<file path="src/rtl/run_det_pkg.sv">
// Shared types and helpers for the run_det_sched scheduler and its run-detector core.
package run_det_pkg;

   typedef enum logic [1:0] {
      IDLE   = 2'd0,
      LOAD   = 2'd1,
      SHIFT  = 2'd2,
      REPORT = 2'd3
   } state_t;

   localparam int RUN_LEN_DEF = 4;

   // Index width for n items, never narrower than one bit.
   function automatic int clog2w(input int n);
      int w;
      w = 1;
      for (int i = 1; i < 31; i++) begin
         if ((1 << i) < n) w = i + 1;
      end
      return w;
   endfunction

endpackage

</file>
<file path="src/rtl/run_det_sched_if.sv">
// Requester-side bus of run_det_sched: requests and job words in, grant and job report out.
interface run_det_sched_if
   import run_det_pkg::*;
#(
   parameter int NREQ   = 4,
   parameter int DATA_W = 8
);

   localparam int IDW = clog2w(NREQ);
   localparam int PW  = clog2w(DATA_W);

   logic [NREQ-1:0]        req;
   logic [NREQ*DATA_W-1:0] data;
   logic [NREQ-1:0]        gnt;
   logic                   busy;
   logic                   done;
   logic [IDW-1:0]         done_id;
   logic                   hit;
   logic [PW-1:0]          hit_pos;

   modport master (
      output req, data,
      input  gnt, busy, done, done_id, hit, hit_pos
   );

   modport slave (
      input  req, data,
      output gnt, busy, done, done_id, hit, hit_pos
   );

endinterface

</file>
<file path="src/rtl/run_det_core.sv">
// Serial run-of-ones counter; hit_now flags the bit on which RUN_LEN consecutive 1s complete.
module run_det_core
   import run_det_pkg::*;
#(
   parameter int RUN_LEN = RUN_LEN_DEF
) (
   input  logic clk,
   input  logic reset,
   input  logic clr,
   input  logic en,
   input  logic bit_in,
   output logic hit_now
);

   localparam int CW = clog2w(RUN_LEN + 1);
   localparam logic [CW-1:0] SAT = CW'(RUN_LEN);

   logic [CW-1:0] run_cnt;

   always_ff @(posedge clk) begin
      if (!reset) begin
         run_cnt <= '0;
      end else if (clr) begin
         run_cnt <= '0;
      end else if (en) begin
         if (!bit_in)
            run_cnt <= '0;
         else if (run_cnt != SAT)
            run_cnt <= run_cnt + 1'b1;
      end
   end

   // Count already at RUN_LEN-1 (or saturated) plus this 1 completes a run.
   assign hit_now = en && bit_in && (run_cnt >= (SAT - 1'b1));

endmodule

</file>
<file path="src/rtl/run_det_sched.sv">
// Round-robin scheduler feeding one shared run-of-ones detector, LSB first.
// Optional macro RUN_DET_EARLY_EXIT_EN ends a job on the cycle after its first hit.
module run_det_sched
   import run_det_pkg::*;
#(
   parameter int NREQ    = 4,
   parameter int DATA_W  = 8,
   parameter int RUN_LEN = RUN_LEN_DEF
) (
   input  logic          clk,
   input  logic          reset,
   run_det_sched_if.slave bus
);

   localparam int IDW = clog2w(NREQ);
   localparam int PW  = clog2w(DATA_W);
   localparam logic [PW-1:0] LAST_BIT = PW'(DATA_W - 1);

   state_t              state;
   logic [IDW-1:0]      ptr;
   logic [IDW-1:0]      winner;
   logic [IDW-1:0]      pick;
   logic                found;
   logic [DATA_W-1:0]   shift_reg;
   logic [PW-1:0]       bit_cnt;
   logic                hit_now;
   logic                first_hit;
   logic                last_bit;

   logic [NREQ-1:0]     gnt;
   logic                busy;
   logic                done;
   logic [IDW-1:0]      done_id;
   logic                hit;
   logic [PW-1:0]       hit_pos;

   assign bus.gnt     = gnt;
   assign bus.busy    = busy;
   assign bus.done    = done;
   assign bus.done_id = done_id;
   assign bus.hit     = hit;
   assign bus.hit_pos = hit_pos;

   // Lowest set request overall, overridden by the lowest one above the pointer.
   always_comb begin
      pick  = '0;
      found = 1'b0;
      for (int i = NREQ - 1; i >= 0; i--) begin
         if (bus.req[i]) begin
            found = 1'b1;
            pick  = IDW'(i);
         end
      end
      for (int i = NREQ - 1; i >= 0; i--) begin
         if (bus.req[i] && (IDW'(i) > ptr)) pick = IDW'(i);
      end
   end

   run_det_core #(.RUN_LEN(RUN_LEN)) u_core (
      .clk     (clk),
      .reset   (reset),
      .clr     (state == LOAD),
      .en      (state == SHIFT),
      .bit_in  (shift_reg[0]),
      .hit_now (hit_now)
   );

   assign first_hit = hit_now && !hit;
`ifdef RUN_DET_EARLY_EXIT_EN
   assign last_bit  = (bit_cnt == LAST_BIT) || first_hit;
`else
   assign last_bit  = (bit_cnt == LAST_BIT);
`endif

   always_ff @(posedge clk) begin
      if (!reset) begin
         state     <= IDLE;
         ptr       <= IDW'(NREQ - 1);
         winner    <= '0;
         shift_reg <= '0;
         bit_cnt   <= '0;
         gnt       <= '0;
         busy      <= 1'b0;
         done      <= 1'b0;
         done_id   <= '0;
         hit       <= 1'b0;
         hit_pos   <= '0;
      end else begin
         gnt  <= '0;
         done <= 1'b0;
         case (state)
            IDLE: begin
               if (found) begin
                  winner <= pick;
                  gnt    <= NREQ'(1) << pick;
                  busy   <= 1'b1;
                  state  <= LOAD;
               end
            end
            LOAD: begin
               shift_reg <= bus.data[int'(winner) * DATA_W +: DATA_W];
               bit_cnt   <= '0;
               hit       <= 1'b0;
               hit_pos   <= '0;
               state     <= SHIFT;
            end
            SHIFT: begin
               shift_reg <= shift_reg >> 1;
               bit_cnt   <= bit_cnt + 1'b1;
               if (first_hit) begin
                  hit     <= 1'b1;
                  hit_pos <= bit_cnt;
               end
               if (last_bit) begin
                  done    <= 1'b1;
                  done_id <= winner;
                  state   <= REPORT;
               end
            end
            REPORT: begin
               ptr   <= winner;
               busy  <= 1'b0;
               state <= IDLE;
            end
            default: state <= IDLE;
         endcase
      end
   end

endmodule

</file>
<file path="src/flat_wrapper.sv">
// flat-port wrapper written by rule: the top's interface ports become plain ports
module run_det_sched_flat import run_det_pkg::*;
#(
   parameter int NREQ    = 4,
   parameter int DATA_W  = 8,
   parameter int RUN_LEN = RUN_LEN_DEF
)
  (clk, reset, bus_req, bus_data, bus_gnt, bus_busy, bus_done, bus_done_id, bus_hit, bus_hit_pos);
  run_det_sched_if #(.NREQ(NREQ), .DATA_W(DATA_W)) bus_i ();
  input  logic clk;
  input  logic reset;
  input wire logic [$bits(bus_i.req)-1:0] bus_req;
  input wire logic [$bits(bus_i.data)-1:0] bus_data;
  output wire logic [$bits(bus_i.gnt)-1:0] bus_gnt;
  output wire logic [$bits(bus_i.busy)-1:0] bus_busy;
  output wire logic [$bits(bus_i.done)-1:0] bus_done;
  output wire logic [$bits(bus_i.done_id)-1:0] bus_done_id;
  output wire logic [$bits(bus_i.hit)-1:0] bus_hit;
  output wire logic [$bits(bus_i.hit_pos)-1:0] bus_hit_pos;
  assign bus_i.req = bus_req;
  assign bus_i.data = bus_data;
  assign bus_gnt = bus_i.gnt;
  assign bus_busy = bus_i.busy;
  assign bus_done = bus_i.done;
  assign bus_done_id = bus_i.done_id;
  assign bus_hit = bus_i.hit;
  assign bus_hit_pos = bus_i.hit_pos;
  run_det_sched #(.NREQ(NREQ), .DATA_W(DATA_W), .RUN_LEN(RUN_LEN)) u_core (.clk(clk), .reset(reset), .bus(bus_i));
endmodule
</file>
<file path="config.mk">
export PLATFORM = sky130hd
export DESIGN_NAME = run_det_sched_flat
export DESIGN_NICKNAME = d
export VERILOG_FILES = /design/src/rtl/run_det_pkg.sv /design/src/rtl/run_det_sched_if.sv /design/src/rtl/run_det_core.sv /design/src/rtl/run_det_sched.sv /design/src/flat_wrapper.sv
export SDC_FILE = /design/constraint.sdc
export NUM_CORES = 1
export LEC_CHECK = 0
export ABC_AREA = 1
export ABC_CLOCK_PERIOD_IN_PS = 2650
export CAP_MARGIN = 20
export CORE_UTILIZATION = 45
export DETAILED_ROUTE_END_ITERATION = 8
export GPL_TIMING_DRIVEN = 0
export PLACE_DENSITY = 0.88
export RECOVER_POWER = 25
export SLEW_MARGIN = 15
export SYNTH_ARGS = -nofsm -noshare
export SYNTH_HDL_FRONTEND = slang
export SYNTH_HIERARCHICAL = 1
export SYNTH_SLANG_ARGS = --single-unit
</file>
<file path="constraint.sdc">
create_clock -name clk -period 2.65 [get_ports clk]
set_clock_uncertainty 0.2 [all_clocks]
set_input_delay 0.3975 -clock clk [delete_from_list [all_inputs] [get_ports clk]]
set_output_delay 0.3975 -clock clk [all_outputs]
set_load 0.05 [all_outputs]
</file>
Yosys cells after proc, flatten, opt, wreduce, memory -nomap -nowiden:

Cells that the tools add are included.
W data, S select, Z words.

* flip-flop bits (word level): 32
* output and inout bits: 12
* logic and storage cells: 77
* bits of input ports: 38

* reduce and logical (&&, ||, !) cells: 20
* bitwise operators: 1
* shifts and indexed selects: 2
* multiplexer cells: 26
* add/sub/neg operators: 2
* eq/ne operators: 9
* $lt $le $gt $ge: 5

Operators with widths (count)
* $shiftx A32 B6 Y8: 1
* $mux W2: 10
* $pmux W8 S2: 1
* $reduce_and A2 Y1: 7
* $pmux W3 S2: 2
* $mux W3: 3
* $pmux W2 S4: 1
* $logic_and A1 B1 Y1: 7
* $mux W1: 7
* $add A3 B1 Y3 const B: 2
* $ne A2 B1 Y1 const B: 3
* $eq A2 B2 Y1 const B: 2
* $gt A1 B2 Y1 const A: 2
* $gt A2 B2 Y1 const A: 2
* $pmux W1 S2: 2
* $reduce_bool A2 Y1: 2
* $shl A1 B2 Y4 const A: 1
* $eq A3 B3 Y1 const B: 1
* $ge A3 B2 Y1 const B: 1
* $ne A3 B3 Y1 const B: 1
* $reduce_and A3 Y1: 1
* $eq A2 B1 Y1 const B: 1
* $logic_not A2 Y1: 1
* $ne A2 B2 Y1 const B: 1
* other kinds (3): 3

Depth between registers and ports, before layout:

Gate-level depths: netlist of the first run.

* depth in word-level cells: 9
* mapped depth: 9
* gate-level depth less buffers: 9

Modules after synthesis:

Netlist of the first run, hierarchy kept.

Modules (own cells, without submodules)
* run_det_sched: times used 1, sequential area each 580.6 um^2, area an instance 1596.5 um^2, cells an instance 253
* run_det_core: times used 1, sequential area each 60.1 um^2, area an instance 200.2 um^2, cells an instance 28

Worst setup path before layout of the first run:

No wires, ideal clock.

* path kind: reg2reg
* start point: reg u_core.u_core.run_cnt[0]
* end point: reg u_core.hit, in the netlist u_core/bus.hit
* cell stages (with the launch flop): 10
* setup time: 0.070 ns
* slack: 1.090 ns
* buffers on the path: 0
* arrival: 1.290 ns
* period minus slack after synthesis: 1.560 ns
* path through: dfxtp_1 -> ha_1 -> ha_1 -> nor2_1 -> a21oi_1 -> nand2_1 -> nor2_2 -> a21oi_2 -> nand2_1 -> a21oi_1

* cells in the longest elaborated chain, start to end: 5

RTL lines
* from (decl): line run_det_core.sv:18 `logic [CW-1:0] run_cnt;`
* from (signal assigned): line run_det_core.sv:29 `run_cnt <= run_cnt + 1'b1;`
* $ge A3 B2 Y1: line run_det_core.sv:34 `assign hit_now = en && bit_in && (run_cnt >= (SAT - 1'b1));`
* $logic_and A1 B1 Y1: line run_det_core.sv:34
* net u_core.hit_now: line run_det_sched.sv:26 `logic hit_now;`
* $logic_and A1 B1 Y1: line run_det_sched.sv:68 `assign first_hit = hit_now && !hit;`
* $ne A2 B1 Y1 (no line)
* $reduce_and A2 Y1 (no line)
* to (signal assigned): line run_det_sched.sv:86 `hit <= 1'b0;`
* to (signal assigned): line run_det_sched.sv:103 `hit <= 1'b0;`
* to (signal assigned): line run_det_sched.sv:111 `hit <= 1'b1;`
* to (decl): line run_det_sched.sv:34 `logic hit;`

The timed path passes the listed nets, and every way through them passes these cells.
A chain may end at the register's enable or synchronous reset.

Worst setup path in the final report of the first run:

* start point: reg u_core.hit_pos[0], in the netlist u_core/bus.hit_pos[0]
* end point: out bus_hit_pos[0]

RTL lines
* from (decl): line run_det_sched.sv:35 `logic [PW-1:0] hit_pos;`
* from (signal assigned): line run_det_sched.sv:112 `hit_pos <= bit_cnt;`
* to (decl): line flat_wrapper.sv:19 `output wire logic [$bits(bus_i.hit_pos)-1:0] bus_hit_pos;`

No word-level cell between the ends.

==> key figures, run 1 <==
Global route
  • Vias in the first global route: about 1800
  • Antenna violations before repair: 0
  • Largest net degree at the start of global routing: 11
  • GRT Total Usage: between 20% and 30%
  • Global-route wire length before repair: 6893 um
  • Total grt overflow: 0

Critical path
  • Worst r2r dst: u_core/bus.hit_pos[2]
  • Cell Chain, Critical Path: clkdlybuf4s50_1
  • CP Launch Type: register
  • Cell family with most CP delay: buffers and inverters
  • Worst reg2reg startpoint: u_core/state[0]
  • R2R depth: 8
  • CP required: ~2.1 ns
  • Setup crit end kind: output pin
  • Bufs and invs on worst path: 1
  • Setup CP Type: register to output pin
  • R2R Setup Slk: roughly 0.74 ns
  • Largest stage delay, worst path: 0.83 ns
  • Worst path arrival time: ~1.5 ns
  • Crit path max fanout: 2
  • Slowest-stage cell, CP: clkdlybuf4s50_1

Drt
  • DRC viols: 0
  • Vias per cell: 4.712
  • DR iter-0 viols: around 110
  • Antenna-violating nets left: 0
  • Total length of routed wires: ~3900 um
  • Routed len/inst: 10.09 um
  • Drt pass-1 iters: 4
  • Total number of vias: 1819

Pwr
  • Logic gate share of total power: 43.9%
  • Clk pwr share: a little over a fifth
  • Sequential share of power: 34.9%
  • P_int: 0.001092 W
  • Total net switching power: between 0.0006 and 0.0007 W
  • Switching Fraction: 38.86%
  • Pwr/cell area: between 700 and 800 nW/um^2
  • Max IR drop VDD: around 0.00032 V
  • Leakage power: approximately 1.1 nW

Hold path
  • Worst Hold Launch: u_core/bus.hit_pos[1]
  • Min-delay worst type: register to register
  • Worst hold stages: 2
  • Worst Hold Path EP: u_core/bus.hit_pos[1]

Finish
  • Final instance area: about 2400 um^2
  • Fillcell total: between 300 and 400
  • Layout cells sized above 1: under 10%
  • Largest register FFs: 8
  • Area occupied by multi-input gates: a little over 900 um^2
  • Register area: approximately 640 um^2
  • Nets@finish: roughly 380
  • ANT cells: 0
  • Layout Area Growth over Synthesis: 35.24%

Run
  • Max Cap Violations: 0

Place
  • DP HPWL: between 3000 and 4000 um
  • Global placement routability congestion: slightly above 0.8
  • Placed inst area: 2347 um^2
  • Port-buffer cells: 49

Floorplan
  • Core outline area: roughly 3700 um^2
  • Row cnt: 22
  • Die ar.: between 4000 and 5000 um^2
  • Die height: about 65 um
  • Boundary Pins: 50
  • Starting density of the core: a little under half
  • Overall die width: roughly 65 um

Clock tree
  • CTS clock-pin slew for the worst setup and hold paths: 0.06 ns
  • Post_cts resized: 0
  • Clock sinks: 32
  • Max Buffers Root-to-Sink: 2
  • Htree depth: 2
  • Worst skew pair latency: around 0.28 ns
  • CTS Buf Count: 5
  • Hold-fix buffer count after cts: 0
  • Postcts setup bufs: 0
  • CTS root buffer: clkbuf_8
  • CTS tree: done

Timing
  • Final hold viol count: 0
  • Slew HR: between 60% and 70%
  • Tightest Pin Transition: 0.5262 ns
  • Fmax: 0.4857 GHz
  • Post-layout min period: about 2 ns
  • Endpoints failing setup: 0
  • TNS Setup: 0 ns
  • Crit share post-route: 77.70%
  • Max Slew Vio Count: 0
  • RSZ-0062 raised after global routing: false

Yosys
  • Avg Synthesized Cell Area: approximately 6.4 um^2
  • Cell Area, Synth: between 1500 and 2000 um^2
  • Seq/Total Area, Yosys: a little over a third
  • Post-synth top flop: dfxtp_1
  • EDFF count, synth: 0
  • Async SR Flop Fraction: 0%
  • Synth warn: 6
  • Count leader, synth: nand2_1
  • Post-synth top area share: a little over a third
  • Synthesized flop and latch total: 32
  • Mapped Cells: about 280
  • Synth area leader: dfxtp_1
  • Synth cell types: 22
  • Synth top area cells: dfxtp_1 36%, nand2_1 18%, nor2_1 8.8%
  • Commonest cells in the netlist: 87 x nand2_1, 42 x nor2_1, 39 x inv_1
  • Syn_nets: between 300 and 400

Run status
  • Outcome: finished, final reports clean
[metal layers]
metal	wire, um	vias to the layer above	track usage (%)	part of all wire, %
met5	0	-	0	0
met4	55	0	7.337	1.4
met2	1985	48	39.56	51
met1	1656	787	21.71	43
met3	196	7	4.688	5.0
li1	-	977	-	-
[through the flow]
step | util (%) | hold slack [ns] | instances | setup slack, ns | power (W)
floorplan | - | 0.2451 | 281 | 1.090 | 0.001215
global placement | 62.70 | 0.2526 | 378 | 0.8078 | 0.001401
detailed placement | 62.70 | 0.2594 | 378 | 0.7894 | 0.001428
CTS | 65.11 | 0.2679 | 386 | 0.5794 | 0.001811
global route | 64.91 | 0.3105 | 386 | 0.5408 | 0.001928
finish | 64.91 | 0.2679 | 386 | 0.5910 | 0.001787
[power groups by stage]
stage / Combinational (W) / Clock, W / Sequential [W]
5_1_grt: 0.000883 / 0.000412 / 0.000633
3_3_place_gp: 0.000771 / 0 / 0.000629
2_1_floorplan: 0.000543 / 0 / 0.000672
6_report: 0.000785 / 0.000378 / 0.000624
3_5_place_dp: 0.000793 / 0 / 0.000635
4_1_cts: 0.000799 / 0.000388 / 0.000624
[layout by cell type, fill, tap and decap left out]
cell type,n
nor2b_1,1
inv_2,1
a21oi_2,2
or2_1,1
nand2_1,87
nand2_2,1
nor2_2,2
buf_2,4
a21oi_1,25
nand3_1,13
clkinv_1,1
dlygate4sd3_1,2
nand3b_1,1
clkdlybuf4s50_1,47
o22ai_1,5
nor2_1,42
o21ai_0,7
nand4_1,1
clkbuf_1,3
ha_1,9
buf_6,3
clkbuf_8,6
inv_1,40
dfxtp_1,32
a211oi_1,1
nand3_2,1
[logic make-up after synthesis]
family,share of synthesized area [%]
compound gates,12.05
fa+ha+maj,6.268
buf+inv,12.40
flops,35.65
simple gates,33.64
[tightest hold or removal path, stage by stage, from the launching register on]
cell     delay, ns
dfxtp_1       0.31
nand2_1       0.06
a21oi_1       0.05
[cell type report]
class	count	area share [%]
timing repair buffer	49	20.19
buffer	8	2.369
sequential	32	26.36
multi-input combinational	199	38.41
inverter	42	6.488
tap	48	2.472
clock buffer	8	3.708
[how the worst max path moves through the flow]
stage	start	endpoint	slack, ns	cells past startpoint
3_5_place_dp	reset	u_core/shift_reg[4]	0.79	4
2_1_floorplan	u_core/u_core/run_cnt[0]	u_core/bus.hit	1.09	9
5_1_grt	u_core/bus.hit	bus_hit	0.54	1
3_3_place_gp	reset	u_core/bus.done	0.81	4
4_1_cts	u_core/bus.hit_pos[0]	bus_hit_pos[0]	0.58	1
6_report	u_core/bus.hit_pos[0]	bus_hit_pos[0]	0.59	1
Note: power is estimated with default switching activity, not from simulation.
==> run 2, diff against run 1 <==
ABC_CLOCK_PERIOD_IN_PS = 1700   (was 2650)
CORE_UTILIZATION = 43   (was 45)
clock period = 1.7 ns   (was 2.65 ns; I/O delays follow)
==> key figures, run 2 (synthesized netlist as in run 1, its figures left out) <==
Run status
  • Outcome: finished, final reports clean

Critical path
  • Setup CP Type: register to register
  • Setup crit end kind: register
  • CP required: roughly 1.7 ns
  • Slowest-stage cell, CP: dfxtp_1
  • Worst path arrival time: between 1.5 and 2 ns
  • CP Launch Type: register
  • Largest stage delay, worst path: 0.37 ns
  • Cell Chain, Critical Path: inv_2 > ha_1 > buf_4 > o21ai_0 > a21oi_1 > nor2_1
  • Crit path max fanout: 10

Pwr
  • Max IR drop VDD: 0.0004864 V
  • Switching Fraction: a little under two fifths
  • Leakage power: about 1.2 nW
  • Sequential share of power: around a third
  • Pwr/cell area: 1189 nW/um^2
  • Clk pwr share: 23.9%
  • P_int: approximately 0.0018 W
  • Total net switching power: between 0.001 and 0.0015 W
  • Logic gate share of total power: between 40% and 50%

Drt
  • Metal-1 WL: around 1800 um
  • Drt pass-1 iters: 5
  • DRC viols: 0
  • Routed len/inst: 10.30 um
  • DR WL met3: approximately 210 um
  • Total number of vias: between 1500 and 2000
  • Vias per cell: between 4 and 5
  • Total length of routed wires: approximately 4000 um
  • DR iter-0 viols: 89
  • Met2 wire len: 1952 um
  • Top layer in use: met4
  • Antenna-violating nets left: 0

Timing
  • Max Slew Vio Count: 0
  • Post-layout min period: roughly 1.7 ns
  • TNS Setup: 0 ns
  • RSZ-0062 raised after global routing: true
  • Tightest Pin Transition: slightly below 0.5 ns
  • Endpoints failing setup: 0
  • Slew HR: roughly two thirds
  • Crit share post-route: 99.13%
  • Final hold viol count: 0
  • Fmax: approximately 0.6 GHz

Floorplan
  • Die height: approximately 67 um
  • Core outline area: 4000 um^2
  • Die ar.: approximately 4400 um^2
  • Boundary Pins: 50
  • Row cnt: 23
  • Overall die width: between 60 and 70 um
  • Starting density of the core: between 40% and 50%

Run
  • Max Cap Violations: 0

Clock tree
  • CTS clock-pin slew for the worst setup and hold paths: roughly 0.07 ns
  • CTS root buffer: clkbuf_8
  • CTS tree: done
  • CTS Buf Count: 5
  • Worst skew pair latency: roughly 0.29 ns
  • Clock sinks: 32
  • Hold-fix buffer count after cts: 0
  • Max Buffers Root-to-Sink: 2
  • Htree depth: 2
  • Postcts setup bufs: 0

Hold path
  • Min-delay worst type: register to register

Place
  • Port-buffer cells: ~50
  • DP HPWL: between 3000 and 4000 um
  • Placed Cells: 380
  • Global placement routability congestion: 0.8125

Finish
  • Layout cells sized above 1: between 10 and 15%
  • ANT cells: 0
  • Layout Area Growth over Synthesis: 39.69%
  • Nets@finish: around 380
  • Most frequent cells in the layout: 88 x nand2_1, 41 x nor2_1, 37 x clkdlybuf4s50_1, 37 x inv_1, 28 x dfxtp_1
  • Non-Filler Instances: between 300 and 400
  • Largest register FFs: 8
  • Commonest non-fill, non-tap cell in the layout: nand2_1

Global route
  • Largest net degree at the start of global routing: 11
  • Total grt overflow: 0
  • Global-route wire length before repair: roughly 6600 um
  • Vias in the first global route: 1682
  • Antenna violations before repair: 0
  • GRT Total Usage: 19.84%
run 2: cell type report:
cell class | count | area (um^2)
sequential | 32 | 650.6
buffer | 8 | 67.56
tap | 50 | 62.56
clock buffer | 6 | 72.57
multi-input combinational | 199 | 992.2
clock inverter | 2 | 35.03
inverter | 42 | 157.7
timing repair buffer | 49 | 471.7
fill | 382 | 1490
run 2: critical path: cells and delay by family, from the launching register on:
| family | cells | cell delay, ns |
|---|---|---|
| fa+ha+maj | 1 | 0.37 |
| buf+inv | 2 | 0.28 |
| compound gates | 2 | 0.27 |
| simple gates | 1 | 0.07 |
| flops | 1 | 0.37 |
run 2: what timing repair did:
action                     4_1_cts  5_1_grt
pin swaps                        0        8
setup endpoints to repair       13       11
resized for setup               13       22
run 2: per-stage QoR:
step                instance area [um^2]  setup WS (ns)  hold slack [ns]  total power (W)  util, %
floorplan                           1797         0.1401           0.1756         0.001895        -
global placement                    2350       -0.05177           0.2528         0.002186    58.74
detailed placement                  2350       -0.07130           0.2527         0.002219    58.74
CTS                                 2447        0.01419           0.2616         0.002946    61.18
global route                        2510       -0.01326           0.2883         0.003190    62.75
finish                              2510        0.01483           0.2595         0.002983    62.75
run 2: worst paths after layout:
kind / startpoint / to / slack, ns / cells past startpoint
min: u_core/bus.hit_pos[1] / u_core/bus.hit_pos[1] / 0.26 / 2
max: u_core/state[0] / u_core/shift_reg[6] / 0.01 / 6
min reg2reg: u_core/bus.hit_pos[1] / u_core/bus.hit_pos[1] / 0.26 / 2
max reg2reg: u_core/state[0] / u_core/shift_reg[6] / 0.01 / 6
run 2: power groups by stage:
| stage | Clock [W] | Sequential, W | Combinational [W] |
|---|---|---|---|
| 2_1_floorplan | 0 | 0.00105 | 0.000847 |
| 3_3_place_gp | 0 | 0.000981 | 0.00121 |
| 3_5_place_dp | 0 | 0.000988 | 0.00123 |
| 4_1_cts | 0.000731 | 0.000970 | 0.00124 |
| 5_1_grt | 0.000764 | 0.000992 | 0.00143 |
| 6_report | 0.000714 | 0.000977 | 0.00129 |
run 2: routing by layer:
layer / vias up / track usage [%]
met3: 7 / 6.507
met1: 836 / 20.35
li1: 980 / -
met5: - / 0
met2: 47 / 36.74
met4: 0 / 7.447
==> run 3, diff against run 2 <==
CORE_MARGIN = 2   (was not set)
SLEW_MARGIN = not set   (was 15)
==> key figures, run 3 (synthesized netlist as in run 1, its figures left out) <==
Clock tree
  • Htree depth: 2
  • CTS root buffer: clkbuf_8
  • CTS tree: done
  • CTS Buf Count: 5
  • Max Buffers Root-to-Sink: 2
  • Clock sinks: 32
  • CTS clock-pin slew for the worst setup and hold paths: ~0.06 ns
  • Worst skew pair latency: between 0.2 and 0.3 ns

Timing
  • Tightest Pin Transition: around 0.49 ns
  • Fmax: around 0.6 GHz
  • Final hold viol count: 0
  • TNS Setup: 0 ns
  • Min Hold Slack: 0.2593 ns
  • Endpoints failing setup: 0
  • Crit share post-route: 98.39%
  • Post-layout min period: approximately 1.7 ns
  • Slew HR: 67.52%
  • Max Slew Vio Count: 0
  • RSZ-0062 raised after global routing: true

Finish
  • Nets@finish: 392
  • Final instance area: between 2000 and 3000 um^2
  • Most frequent cells in the layout: 83 x nand2_1, 41 x nor2_1, 38 x inv_1
  • Fillcell total: around 360
  • Non-Filler Instances: between 300 and 400
  • Layout cells sized above 1: between 10 and 15%
  • Core Util, Final: around 64%
  • Layout Area Growth over Synthesis: 43.52%
  • Largest register FFs: 8
  • ANT cells: 0
  • Commonest non-fill, non-tap cell in the layout: nand2_1

Hold path
  • Min-delay worst type: register to register

Drt
  • Routed len/inst: roughly 11 um
  • Antenna-violating nets left: 0
  • Drt pass-1 iters: 4
  • DRC viols: 0
  • Vias per cell: between 4 and 5
  • Total number of vias: roughly 1900
  • Total length of routed wires: 4401 um
  • DR iter-0 viols: 75

Critical path
  • Worst r2r dst: u_core/bus.done_id[1]
  • Crit path max fanout: 9
  • CP Launch Type: register
  • Worst Setup EP: u_core/bus.done_id[1]
  • Setup CP Type: register to register
  • Worst path arrival time: between 1.5 and 2 ns
  • Worst reg2reg startpoint: u_core/state[0]
  • Setup crit end kind: register
  • CP required: approximately 1.7 ns
  • CP Launch Point: u_core/state[0]
  • R2R Setup Slk: 0.03 ns
  • R2R depth: 8

Floorplan
  • Starting density of the core: around 45%
  • Row cnt: 23
  • Die ar.: ~4700 um^2
  • Overall die width: ~69 um
  • Die height: a little under 70 um
  • Core outline area: roughly 4000 um^2
  • Boundary Pins: 50

Pwr
  • Leakage power: ~1.2 nW
  • Pwr/cell area: around 1200 nW/um^2
  • Max IR drop VDD: about 0.00042 V

Place
  • Port-buffer cells: 49
  • DP HPWL: about 3000 um
  • Global placement routability congestion: between 0.8 and 0.9
  • Placed Cells: 380
  • Placed inst area: ~2300 um^2

Global route
  • Antenna violations before repair: 0
  • Total grt overflow: 0
  • GRT Total Usage: 19.45%
  • Largest net degree at the start of global routing: 11
  • Vias in the first global route: about 1700
  • Global-route wire length before repair: between 6000 and 7000 um

Run status
  • Outcome: finished, final reports clean

Run
  • Max Cap Violations: 0
[run 3: cell type report]
| cell class | count | area [um^2] | share of cell area, % |
|---|---|---|---|
| sequential | 32 | 645.6 | 25.04 |
| inverter | 42 | 157.7 | 6.114 |
| tap | 50 | 62.56 | 2.426 |
| clock buffer | 7 | 96.34 | 3.736 |
| buffer | 8 | 71.32 | 2.766 |
| multi-input combinational | 199 | 1008 | 39.11 |
| timing repair buffer | 57 | 536.8 | 20.82 |
[run 3: report_power, final]
part           switching (W)  internal, W
Sequential         0.0000821     0.000902
Clock               0.000259     0.000360
Combinational       0.000838     0.000589
Total                0.00118      0.00185
[run 3: worst min-delay path by stage]
stage	startpoint	end	cells after the start
final	u_core/bus.hit_pos[0]	u_core/bus.hit_pos[0]	2
after detailed placement	u_core/bus.hit_pos[2]	u_core/bus.hit_pos[2]	2
after global placement	u_core/bus.hit_pos[2]	u_core/bus.hit_pos[2]	2
after CTS	u_core/bus.hit_pos[2]	u_core/bus.hit_pos[2]	2
after global routing	u_core/bus.hit_pos[0]	u_core/bus.hit_pos[0]	2
after floorplan	reset	u_core/bus.busy	2
[run 3: metrics by stage]
stage	total power (W)	setup slack, ns
after floorplan	0.001895	0.1401
after global placement	0.002183	-0.04019
after detailed placement	0.002224	-0.05468
after CTS	0.002868	0.007841
after global routing	0.003233	-0.03664
final	0.003031	0.02736
[run 3: worst max-delay path: stages (launching register included)]
cell and delay (ns):
dfxtp_1 0.38, inv_2 0.09, ha_4 0.18, buf_8 0.14, buf_4 0.13, nand2_1 0.10, inv_1 0.08, o21ai_0 0.19
a21oi_1 0.06
[run 3: layer usage]
metal	track usage [%]	up-vias	routed length (um)
met3	6.169	9	226
met4	8.000	0	80
met5	0	-	0
met2	35.22	51	2262
li1	-	998	-
met1	20.64	840	1831
[run 3: what timing repair did]
item / 4_1_cts / 5_1_grt
hold buffers: 0 / 0
gates resized for setup: 14 / 24
pin swaps: 0 / 12
setup buffers: 0 / 8
hold endpoints to repair: 0 / 0
endpoints found under the setup margin: 16 / 13
